`src/rtl/alu_wb_stage.sv`:
```
// alu_wb_stage: writeback stage behind the 8-bit ALU.
// Buffers ALU results (result, zero, carry, rd, rd_we, flag_we) in a DEPTH-entry
// FIFO and retires at most one entry per cycle to the register-file write port.
// Retirement also commits Z/C to the architectural flag register.
// Ports:
//   clk, rst                 clock, async active-high reset
//   in_valid/in_ready        push handshake; in_ready = not full (state only)
//   in_result/zero/carry     ALU outputs
//   in_rd/in_rd_we           destination register index and write enable
//   in_flag_we               commit zero/carry on retirement
//   flush                    synchronous discard of all buffered entries
//   rf_we/rf_waddr/rf_wdata  register-file write request (head entry)
//   rf_wack                  register file accepts the write this cycle
//   flag_z/flag_c            architectural flags
//   q_addr/q_hit             pending-write hazard query
//   count                    buffered entry count
module alu_wb_stage #(
  parameter int DATA_W = 8,
  parameter int RA_W   = 3,
  parameter int DEPTH  = 4
) (
  input  logic                      clk,
  input  logic                      rst,
  input  logic                      in_valid,
  output logic                      in_ready,
  input  logic [DATA_W-1:0]         in_result,
  input  logic                      in_zero,
  input  logic                      in_carry,
  input  logic [RA_W-1:0]           in_rd,
  input  logic                      in_rd_we,
  input  logic                      in_flag_we,
  input  logic                      flush,
  output logic                      rf_we,
  output logic [RA_W-1:0]           rf_waddr,
  output logic [DATA_W-1:0]         rf_wdata,
  input  logic                      rf_wack,
  output logic                      flag_z,
  output logic                      flag_c,
  input  logic [RA_W-1:0]           q_addr,
  output logic                      q_hit,
  output logic [$clog2(DEPTH):0]    count
);

  localparam int AW = $clog2(DEPTH);
  localparam logic [AW:0] FULL_CNT = (AW+1)'(DEPTH);

  logic [DATA_W-1:0] mem_result  [DEPTH];
  logic              mem_zero    [DEPTH];
  logic              mem_carry   [DEPTH];
  logic [RA_W-1:0]   mem_rd      [DEPTH];
  logic              mem_rd_we   [DEPTH];
  logic              mem_flag_we [DEPTH];

  logic [AW-1:0] rd_ptr, wr_ptr;
  logic          empty, push, pop;
  logic          head_rd_we;

  assign empty      = (count == '0);
  assign in_ready   = (count != FULL_CNT);
  assign head_rd_we = mem_rd_we[rd_ptr];
  assign push       = in_valid && in_ready;
  // Flags-only entries retire without waiting on the register file.
  assign pop        = !empty && (!head_rd_we || rf_wack);

  assign rf_we    = !empty && head_rd_we;
  assign rf_waddr = mem_rd[rd_ptr];
  assign rf_wdata = mem_result[rd_ptr];

  // Walk live entries from the head; slot i is live when its distance from
  // rd_ptr is below count, so in-cycle pushes are not yet visible.
  always_comb begin
    logic [AW-1:0] idx;
    q_hit = 1'b0;
    idx   = '0;
    for (int unsigned i = 0; i < DEPTH; i++) begin
      idx = rd_ptr + AW'(i);
      if (((AW+1)'(i) < count) && mem_rd_we[idx] && (mem_rd[idx] == q_addr))
        q_hit = 1'b1;
    end
  end

  always_ff @(posedge clk or posedge rst) begin
    if (rst) begin
      rd_ptr <= '0;
      wr_ptr <= '0;
      count  <= '0;
      flag_z <= 1'b0;
      flag_c <= 1'b0;
      for (int unsigned i = 0; i < DEPTH; i++) begin
        mem_result[i]  <= '0;
        mem_zero[i]    <= 1'b0;
        mem_carry[i]   <= 1'b0;
        mem_rd[i]      <= '0;
        mem_rd_we[i]   <= 1'b0;
        mem_flag_we[i] <= 1'b0;
      end
    end else if (flush) begin
      rd_ptr <= '0;
      wr_ptr <= '0;
      count  <= '0;
    end else begin
      if (push) begin
        mem_result[wr_ptr]  <= in_result;
        mem_zero[wr_ptr]    <= in_zero;
        mem_carry[wr_ptr]   <= in_carry;
        mem_rd[wr_ptr]      <= in_rd;
        mem_rd_we[wr_ptr]   <= in_rd_we;
        mem_flag_we[wr_ptr] <= in_flag_we;
        wr_ptr              <= wr_ptr + 1'b1;
      end
      if (pop) begin
        rd_ptr <= rd_ptr + 1'b1;
        if (mem_flag_we[rd_ptr]) begin
          flag_z <= mem_zero[rd_ptr];
          flag_c <= mem_carry[rd_ptr];
        end
      end
      case ({push, pop})
        2'b10:   count <= count + 1'b1;
        2'b01:   count <= count - 1'b1;
        default: count <= count;
      endcase
    end
  end

endmodule

```
`config.mk`:
```
export PLATFORM = sky130hd
export DESIGN_NAME = alu_wb_stage
export DESIGN_NICKNAME = d
export VERILOG_FILES = /design/src/rtl/alu_wb_stage.sv
export SDC_FILE = /design/constraint.sdc
export NUM_CORES = 1
export LEC_CHECK = 0
export ABC_CLOCK_PERIOD_IN_PS = 6700
export CORE_ASPECT_RATIO = 1.2
export CORE_MARGIN = 8
export CORE_UTILIZATION = 60
export DETAILED_ROUTE_END_ITERATION = 10
export HOLD_SLACK_MARGIN = 0.05
export PLACE_DENSITY = 0.86
export SLEW_MARGIN = 20
export SYNTH_ARGS = -nofsm -noshare
export SYNTH_HDL_FRONTEND = slang
export SYNTH_SLANG_ARGS = --single-unit
```
`constraint.sdc`:
```
create_clock -name clk -period 6.7 [get_ports clk]
set_input_delay 1.34 -clock clk [delete_from_list [all_inputs] [get_ports clk]]
set_output_delay 1.34 -clock clk [all_outputs]
set_load 0.05 [all_outputs]
```
## Yosys cells after proc, flatten, opt, wreduce, memory -nomap -nowiden

Cells that the tools add are included.

- Bits of input ports: 23
- Word-level logic and storage cells: 137
- Bits in registers: 69
- Output and inout port bits: 19

- Mux-type cells: 58
- Eq/ne operators: 7
- Add/subtract/negate cells: 6
- Magnitude comparators: 10
- Reductions and logical operators: 21
- Bitwise logic cells: 6

Operators with widths:

| cell | number |
|---|---|
| bitwise mux 32 bit | 1 |
| 2-to-1 mux 3 bit | 10 |
| binary-select mux 3 bit (select 2 bit) | 4 |
| 2-to-1 mux 8 bit | 3 |
| 2-to-1 mux 1 bit | 19 |
| binary-select mux 8 bit (select 2 bit) | 1 |
| bitwise mux 4 bit | 4 |
| demux 8 bit (select 2 bit) | 1 |
| greater-or-equal comparator 3 bit, second input constant | 5 |
| NOT 2 -> 3 bit | 5 |
| binary-select mux 1 bit (select 2 bit) | 7 |
| bitwise mux 12 bit | 1 |
| equality test 3 bit | 4 |
| logical AND 1 bit | 12 |
| 2-to-1 mux 2 bit | 4 |
| demux 3 bit (select 2 bit) | 1 |
| < comparator 1 x 3 -> 1 bit, first input constant | 2 |
| < comparator 2 x 3 -> 1 bit, first input constant | 2 |
| one-hot mux 3 bit (2 select lines) | 1 |
| adder 2 x 1 -> 2 bit, second input constant | 2 |
| adder 2 bit, second input constant | 2 |
| nonzero test 2 bit | 2 |
| adder 3 x 1 -> 3 bit, second input constant | 1 |
| logical NOT 3 bit | 1 |
| 12 further kinds | 13 |

## Depth between registers and ports, before layout

Gate-level depths: netlist of the first run.

- Depth in word-level cells: 10
- Depth in mapped cells: 7
- Mapped depth without buffers: 7

## Least setup slack after synthesis of the first run

Ideal clock, no wire load.

- Path type: in2out
- Start: in q_addr[1]
- End: out q_hit
- Path buffers: 0
- Stages: 3
- Arrival time: 2.884 ns
- Data required time: 5.360 ns
- Slack: 2.476 ns
- Path through: xnor2_1 o311ai_0 o311ai_1

- Cells in the longest elaborated chain, start to end: 6
- Elaborated cells on any way between the ends: 12
- Those cells by class: 4 x eq/ne; 4 x mux; 4 x reduce/logical

Ends and longest elaborated chain:

| what | line | RTL |
|---|---|---|
| start: declaration | 39 | `input logic [RA_W-1:0] q_addr,` |
| equality test 3 bit | 77 | `if (((AW+1)'(i) < count) && mem_rd_we[idx] && (mem_rd[idx] == q_addr))` |
| logical AND 1 bit | 77 |  |
| 2-to-1 mux 1 bit (3 in a row) | 77 |  |
| 2-to-1 mux 1 bit * | 77 |  |
| end: declaration | 40 | `output logic q_hit,` |

Mark *: on every way between the ends. The rest lies on a longest branch, timed or not.

## Worst setup path after layout of the first run

Ends and elaborated chain as after synthesis.

==> results of run 1 <==
cell usage in the layout, fill, tap and decap left out, types with 7 or more instances in the layout:
cell | Yosys | final
dfrtp_1 | 69 | 69
mux2_2 | 62 | 62
clkdlybuf4s50_1 | 0 | 41
mux4_2 | 22 | 22
clkbuf_8 | 0 | 11
xor2_1 | 10 | 10
xnor2_1 | 8 | 8
nor2_1 | 7 | 7
nand2_1 | 7 | 7
ha_1 | 7 | 7
layer usage:
metal | global-route usage, % | vias to the layer above | part of all wire [%]
met3 | 3.33 | 10 | 4.6
met1 | 20.7 | 1128 | 42
met4 | 7.84 | 0 | 1.5
met5 | 0 | - | 0
met2 | 27.5 | 49 | 52
li1 | - | 970 | -
how the worst max path moves through the flow:
stage / depth (start not counted) / start / endpoint / slack, ns
finish: 5 / q_addr[1] / q_hit / 1.87
CTS: 5 / q_addr[1] / q_hit / 1.85
detailed placement: 5 / q_addr[1] / q_hit / 1.85
floorplan: 3 / q_addr[1] / q_hit / 2.48
global route: 5 / q_addr[1] / q_hit / 1.80
global placement: 5 / q_addr[1] / q_hit / 1.88
state kept, by name, summed over array words and instances (netlist names):
signal,flops
mem_rd_we,4
flag_c,1
mem_flag_we,4
mem_zero,4
flag_z,1
mem_rd,12
rd_ptr,2
wr_ptr,2
count,3
mem_carry,4
mem_result,32
critical path, stage by stage:
cell and delay [ns]:
clkdlybuf4s50_1 0.51, xor2_1 0.20, or4_1 0.51, o311ai_1 0.08
clkdlybuf4s50_1 0.85
metrics by stage:
stage | worst slack, ns | instance area (µm²)
5_1_grt | 1.80 | 4320
3_3_place_gp | 1.88 | 4090
3_5_place_dp | 1.85 | 4090
6_report | 1.87 | 4320
4_1_cts | 1.85 | 4320
2_1_floorplan | 2.48 | 3620
cell families after synthesis:
group                    after synthesis
multiplexers                          90
XOR/XNOR                              18
buffers and inverters                 18
AND/OR/NAND/NOR                       24
adder cells (fa/ha/maj)                9
AO/OA/AOI/OAI                         10
flip-flops                            69
final cells by class:
class | instances | area [µm²] | share of cell area (%)
Clock buffer | 12 | 155 | 3.60
Clock inverter | 4 | 70.1 | 1.62
Inverter | 6 | 22.5 | 0.522
Multi-Input combinational cell | 151 | 1810 | 41.8
Sequential cell | 69 | 1730 | 40.0
Tap cell | 82 | 103 | 2.38
Timing Repair Buffer | 44 | 433 | 10.0
power groups by stage:
stage	sequential (W)	clock (W)	combinational [W]
after global routing	0.000788	0.000404	0.00118
after CTS	0.000758	0.000384	0.00113
after floorplan	0.000735	0	0.000864
after detailed placement	0.000764	0	0.00112
final	0.000757	0.000376	0.00111
after global placement	0.000745	0	0.00110
==> results.json, run 1 <==
{
  "status": "finished clean",
  "comb_power_share_pct": 49.5,
  "synth_compound_area_share_pct": 2.35,
  "fill_cells": 413,
  "fp.dieArea_um2": 8800,
  "worst_ep_required_time_ns": 5.36,
  "worst-endpoint-arrival_ns": 3.49,
  "synth_top_area_share_pct": 47.6,
  "final.setup.tns_ns": 0,
  "vdd_drop_max_mv": 0.366,
  "synthToLayoutAreaGrowth_pct": 19.1,
  "min_to": "mem_result[12]",
  "syn_area_um2": 3620,
  "fin_skew_ns": 0.00518,
  "floorplan.initialDensity_pct": 61.1,
  "cts_resized": 0,
  "p_per_area_nw_per_um2": 520,
  "crit_fanout": 4,
  "fin_util_pct": 72.7,
  "stdcell_count": 368,
  "insertion_delay_ns": 0.33,
  "final.min_clock_period_ns": 4.83,
  "ys_types": 31,
  "dpl.cell_count": 352,
  "max_slew_margin_pct": 44.0,
  "antenna_found_initial": 0,
  "synth-edff-count": 0,
  "synthSimpleGateAreaFrac_pct": 3.31,
  "clk_pin_slew_ns": 0.06,
  "ys_ff_latch": 69,
  "hold_path_class": "flop to flop",
  "syn_inst": 238,
  "grt_pass1_wl_mm": 11.3,
  "portBuffers": 41,
  "antennaDiodeCount": 0,
  "synthMuxAreaShare_pct": 36.8,
  "syn_nets": 268,
  "dpl.hpwl_mm": 4.55,
  "fp.dieH_um": 101,
  "ant_nets": 0,
  "wl_per_cell_um": 18.2,
  "critPathKind": "input pin to output port",
  "ys_seq_area_share_pct": 47.6,
  "p_int_w": 0.00138,
  "synth.most_common_cell": "dfrtp_1",
  "yosysTopAreaCell": "dfrtp_1",
  "power_frac_seq_pct": 33.7,
  "cts_hold_buffers": 0,
  "clk_path_buf_depth": 2,
  "rr_startpoint": "rd_ptr[1]",
  "grt.overflow.total": 0,
  "clock.fmax_mhz": 207,
  "hold_depth": 1,
  "fp-row-count": 31,
  "avgSynthCellArea_um2": 15.2,
  "p_total_w": 0.00225,
  "drcViolationCount": 0,
  "dieWidth_um": 87.0,
  "h-tree-depth": 3,
  "setup_viol": 0,
  "async_flop_share_pct": 100,
  "drt-vias-per-instance": 5.86,
  "total_switching_power_w": 0.000863,
  "grt_pass1_vias": 2366,
  "finalHoldViolCount": 0,
  "period_share_pct": 72.1,
  "worst_setup_path_end_kind": "output port",
  "maxCapViolCount": 0,
  "root_buffer": "clkbuf_8",
  "rsz0062_at_grt": "false",
  "holdWs_ns": 0.502,
  "min-delay-start": "mem_result[12]",
  "power_leakage_nw": 1.84,
  "drt_wl_total_mm": 6.69,
  "ff2ff_path_depth": 4,
  "grt_util_all_layers_pct": 16.7,
  "nets": 311,
  "r2r_end": "flag_z",
  "power_switching_share_pct": 38.4,
  "cts_setup_buffers": 0,
  "synth_top_family_by_area": "multiplexers",
  "cts_buffers": 9,
  "ys_warn_count": 0,
  "rrSetupSlack_ns": 4.26,
  "synth_area_leaders": "dfrtp_1 (48%), mux2_2 (19%), mux4_2 (14%)",
  "drtIter0Drc": 104,
  "worst_pin_slew_ns": 0.840,
  "drv_slew": 0,
  "ios": 42,
  "clock_sinks": 69,
  "route.vias.total": 2157,
  "pwr-share-clk_pct": 16.7,
  "worstSetupStartpointType": "input pin",
  "first_pass_iters": 4,
  "yosys.area_share.adder_pct": 2.97,
  "gp_congestion": 0.809,
  "synth_xor_area_share_pct": 4.35,
  "yosys_most_used_dff": "dfrtp_1",
  "netlist_top_cells_count": "dfrtp_1 (69), mux2_2 (62), mux4_2 (22), xor2_1 (10)",
  "drive_gt1_share_pct": 38.5,
  "coreArea_um2": 5930,
  "tritoncts": "done",
  "grt_max_degree": 70
}
Power figures use the tool's default switching activity.
==> inputs of run 2 (changes only) <==
--- a/config.mk
+++ b/config.mk
@@ -5,13 +5,13 @@
 export SDC_FILE = /design/constraint.sdc
 export NUM_CORES = 1
 export LEC_CHECK = 0
-export ABC_CLOCK_PERIOD_IN_PS = 6700
+export ABC_CLOCK_PERIOD_IN_PS = 4200
 export CORE_ASPECT_RATIO = 1.2
 export CORE_MARGIN = 8
-export CORE_UTILIZATION = 60
+export CORE_UTILIZATION = 51
 export DETAILED_ROUTE_END_ITERATION = 10
 export HOLD_SLACK_MARGIN = 0.05
-export PLACE_DENSITY = 0.86
+export PLACE_DENSITY = 0.78
 export SLEW_MARGIN = 20
 export SYNTH_ARGS = -nofsm -noshare
 export SYNTH_HDL_FRONTEND = slang
==> constraint.sdc (replaced) <==
create_clock -name clk -period 4.2 [get_ports clk]
set_input_delay 0.84 -clock clk [delete_from_list [all_inputs] [get_ports clk]]
set_output_delay 0.84 -clock clk [all_outputs]
set_load 0.05 [all_outputs]
==> results.json, run 2 (synthesis results as in run 1) <==
{
  "status": "finished clean",
  "critPathKind": "flop to output port",
  "grt_util_all_layers_pct": 14.3,
  "fin_util_pct": 63.9,
  "rsz0062_at_grt": "false",
  "worstSetupStartpointType": "flop",
  "max_stage_delay_ns": 0.60,
  "clock_sinks": 69,
  "p_per_area_nw_per_um2": 838,
  "maxCapViolCount": 0,
  "route.vias.total": 2116,
  "synthToLayoutAreaGrowth_pct": 20.8,
  "drt_wl_total_mm": 6.65,
  "worst-endpoint-arrival_ns": 2.66,
  "top_register": "mem_result",
  "cts_buffers": 9,
  "tritoncts": "done",
  "grt.overflow.total": 0,
  "drive_gt1_share_pct": 39.2,
  "wl_per_cell_um": 17.7,
  "gp_congestion": 0.726,
  "antenna_found_initial": 0,
  "fin_skew_ns": 0.00913,
  "insertion_delay_ns": 0.34,
  "holdWs_ns": 0.501,
  "largestRegisters": "mem_result: 32 flops, mem_rd: 12 flops",
  "fp.dieArea_um2": 10100,
  "crit_fanout": 10,
  "ant_nets": 0,
  "drt-vias-per-instance": 5.64,
  "vdd_drop_max_mv": 0.683,
  "largest_register_ffs": 32,
  "clk_path_buf_depth": 2,
  "nets": 313,
  "clock.fmax_mhz": 285,
  "worst_ep_required_time_ns": 3.36,
  "r2r_end": "mem_carry[1]",
  "setup_viol": 0,
  "dieWidth_um": 93.0,
  "final.setup.tns_ns": 0,
  "h-tree-depth": 3,
  "root_buffer": "clkbuf_8",
  "power_leakage_nw": 1.87,
  "first_pass_iters": 4,
  "crit_slowest_cell": "dfrtp_1",
  "drtIter0Drc": 73,
  "coreArea_um2": 6850,
  "grt_pass1_wl_mm": 11.1,
  "cts_setup_buffers": 0,
  "cts_resized": 0,
  "final.min_clock_period_ns": 3.50,
  "layout_commonest_cell": "dfrtp_1",
  "drcViolationCount": 0,
  "cts_hold_buffers": 0,
  "fp-row-count": 33,
  "antennaDiodeCount": 0,
  "setup.worst_path.start": "rd_ptr[0]",
  "layout_common_cells": "dfrtp_1 (69), mux2_2 (62), clkdlybuf4s50_1 (40)",
  "portBuffers": 41,
  "fp.dieH_um": 108,
  "ff2ff_path_depth": 6,
  "clk_pin_slew_ns": 0.07,
  "path_cells": "buf_4 -> mux4_2 -> xor2_1 -> or4_1 -> o311ai_1 -> buf_12",
  "max_slew_margin_pct": 47.0,
  "min-delay-start": "mem_result[9]",
  "ios": 42,
  "rr_startpoint": "count[1]",
  "period_share_pct": 83.4,
  "dpl.hpwl_mm": 4.56,
  "worst_setup_path_end_kind": "output port",
  "hold_path_class": "flop to flop",
  "rrSetupSlack_ns": 1.93,
  "grt_pass1_vias": 2199,
  "cp-endpoint": "q_hit",
  "drv_slew": 0,
  "floorplan.initialDensity_pct": 52.9,
  "worst_pin_slew_ns": 0.793,
  "grt_max_degree": 40,
  "finalHoldViolCount": 0
}
run 2: changes by cell type in the layout (fill, tap and decap cells not counted):
cell	previous run	this run
bufinv_16	2	3
buf_12	0	1
clkbuf_8	11	12
clkinv_2	2	0
clkdlybuf4s50_1	41	40
buf_4	3	5
run 2: routing by layer:
metal	wire, µm	global-route usage [%]
met5	0	0
met4	117	7.50
met3	283	3.81
met2	3460	23.7
met1	2790	16.7
run 2: critical path, delay by kind of cell (launching register included):
family,cells,cell delay [ns]
buffers and inverters,2,0.46
xor gates and xnor gates,1,0.15
and+or+nand+nor,1,0.47
muxes,1,0.52
DFF,1,0.60
AOI/OAI and AO/OA,1,0.14
run 2: how the worst min path moves through the flow:
| stage | end | slack (ns) | cells past startpoint |
|---|---|---|---|
| finish | mem_result[9] | 0.50 | 1 |
| global route | mem_result[13] | 0.51 | 1 |
| CTS | mem_result[8] | 0.50 | 1 |
| detailed placement | mem_result[8] | 0.49 | 1 |
| global placement | mem_result[9] | 0.48 | 1 |
| floorplan | mem_flag_we[1] | 0.47 | 1 |
run 2: layout make-up:
| type | instances | area, µm² |
|---|---|---|
| fill | 501 | 2470 |
| multi-input combinational | 151 | 1810 |
| sequential | 69 | 1730 |
| timing repair buffer | 46 | 458 |
| clock buffer | 13 | 169 |
| tap | 87 | 109 |
| clock inverter | 3 | 90.1 |
| inverter | 6 | 22.5 |
run 2: through the flow:
stage	power (W)	cells	area (µm²)	worst slack, ns
floorplan	0.00255	238	3620	0.547
global placement	0.00298	359	4120	0.980
detailed placement	0.00302	359	4120	0.944
CTS	0.00371	375	4380	0.652
global route	0.00389	375	4380	0.495
finish	0.00367	375	4380	0.697
run 2: power by group:
part | total (W) | internal, W | switching, W | leakage, nW
Clock | 0.000677 | 0.000444 | 0.000233 | 0.130
Sequential | 0.00117 | 0.000958 | 0.000213 | 0.871
Combinational | 0.00182 | 0.000900 | 0.000923 | 0.873
Total | 0.00367 | 0.00230 | 0.00137 | 1.87
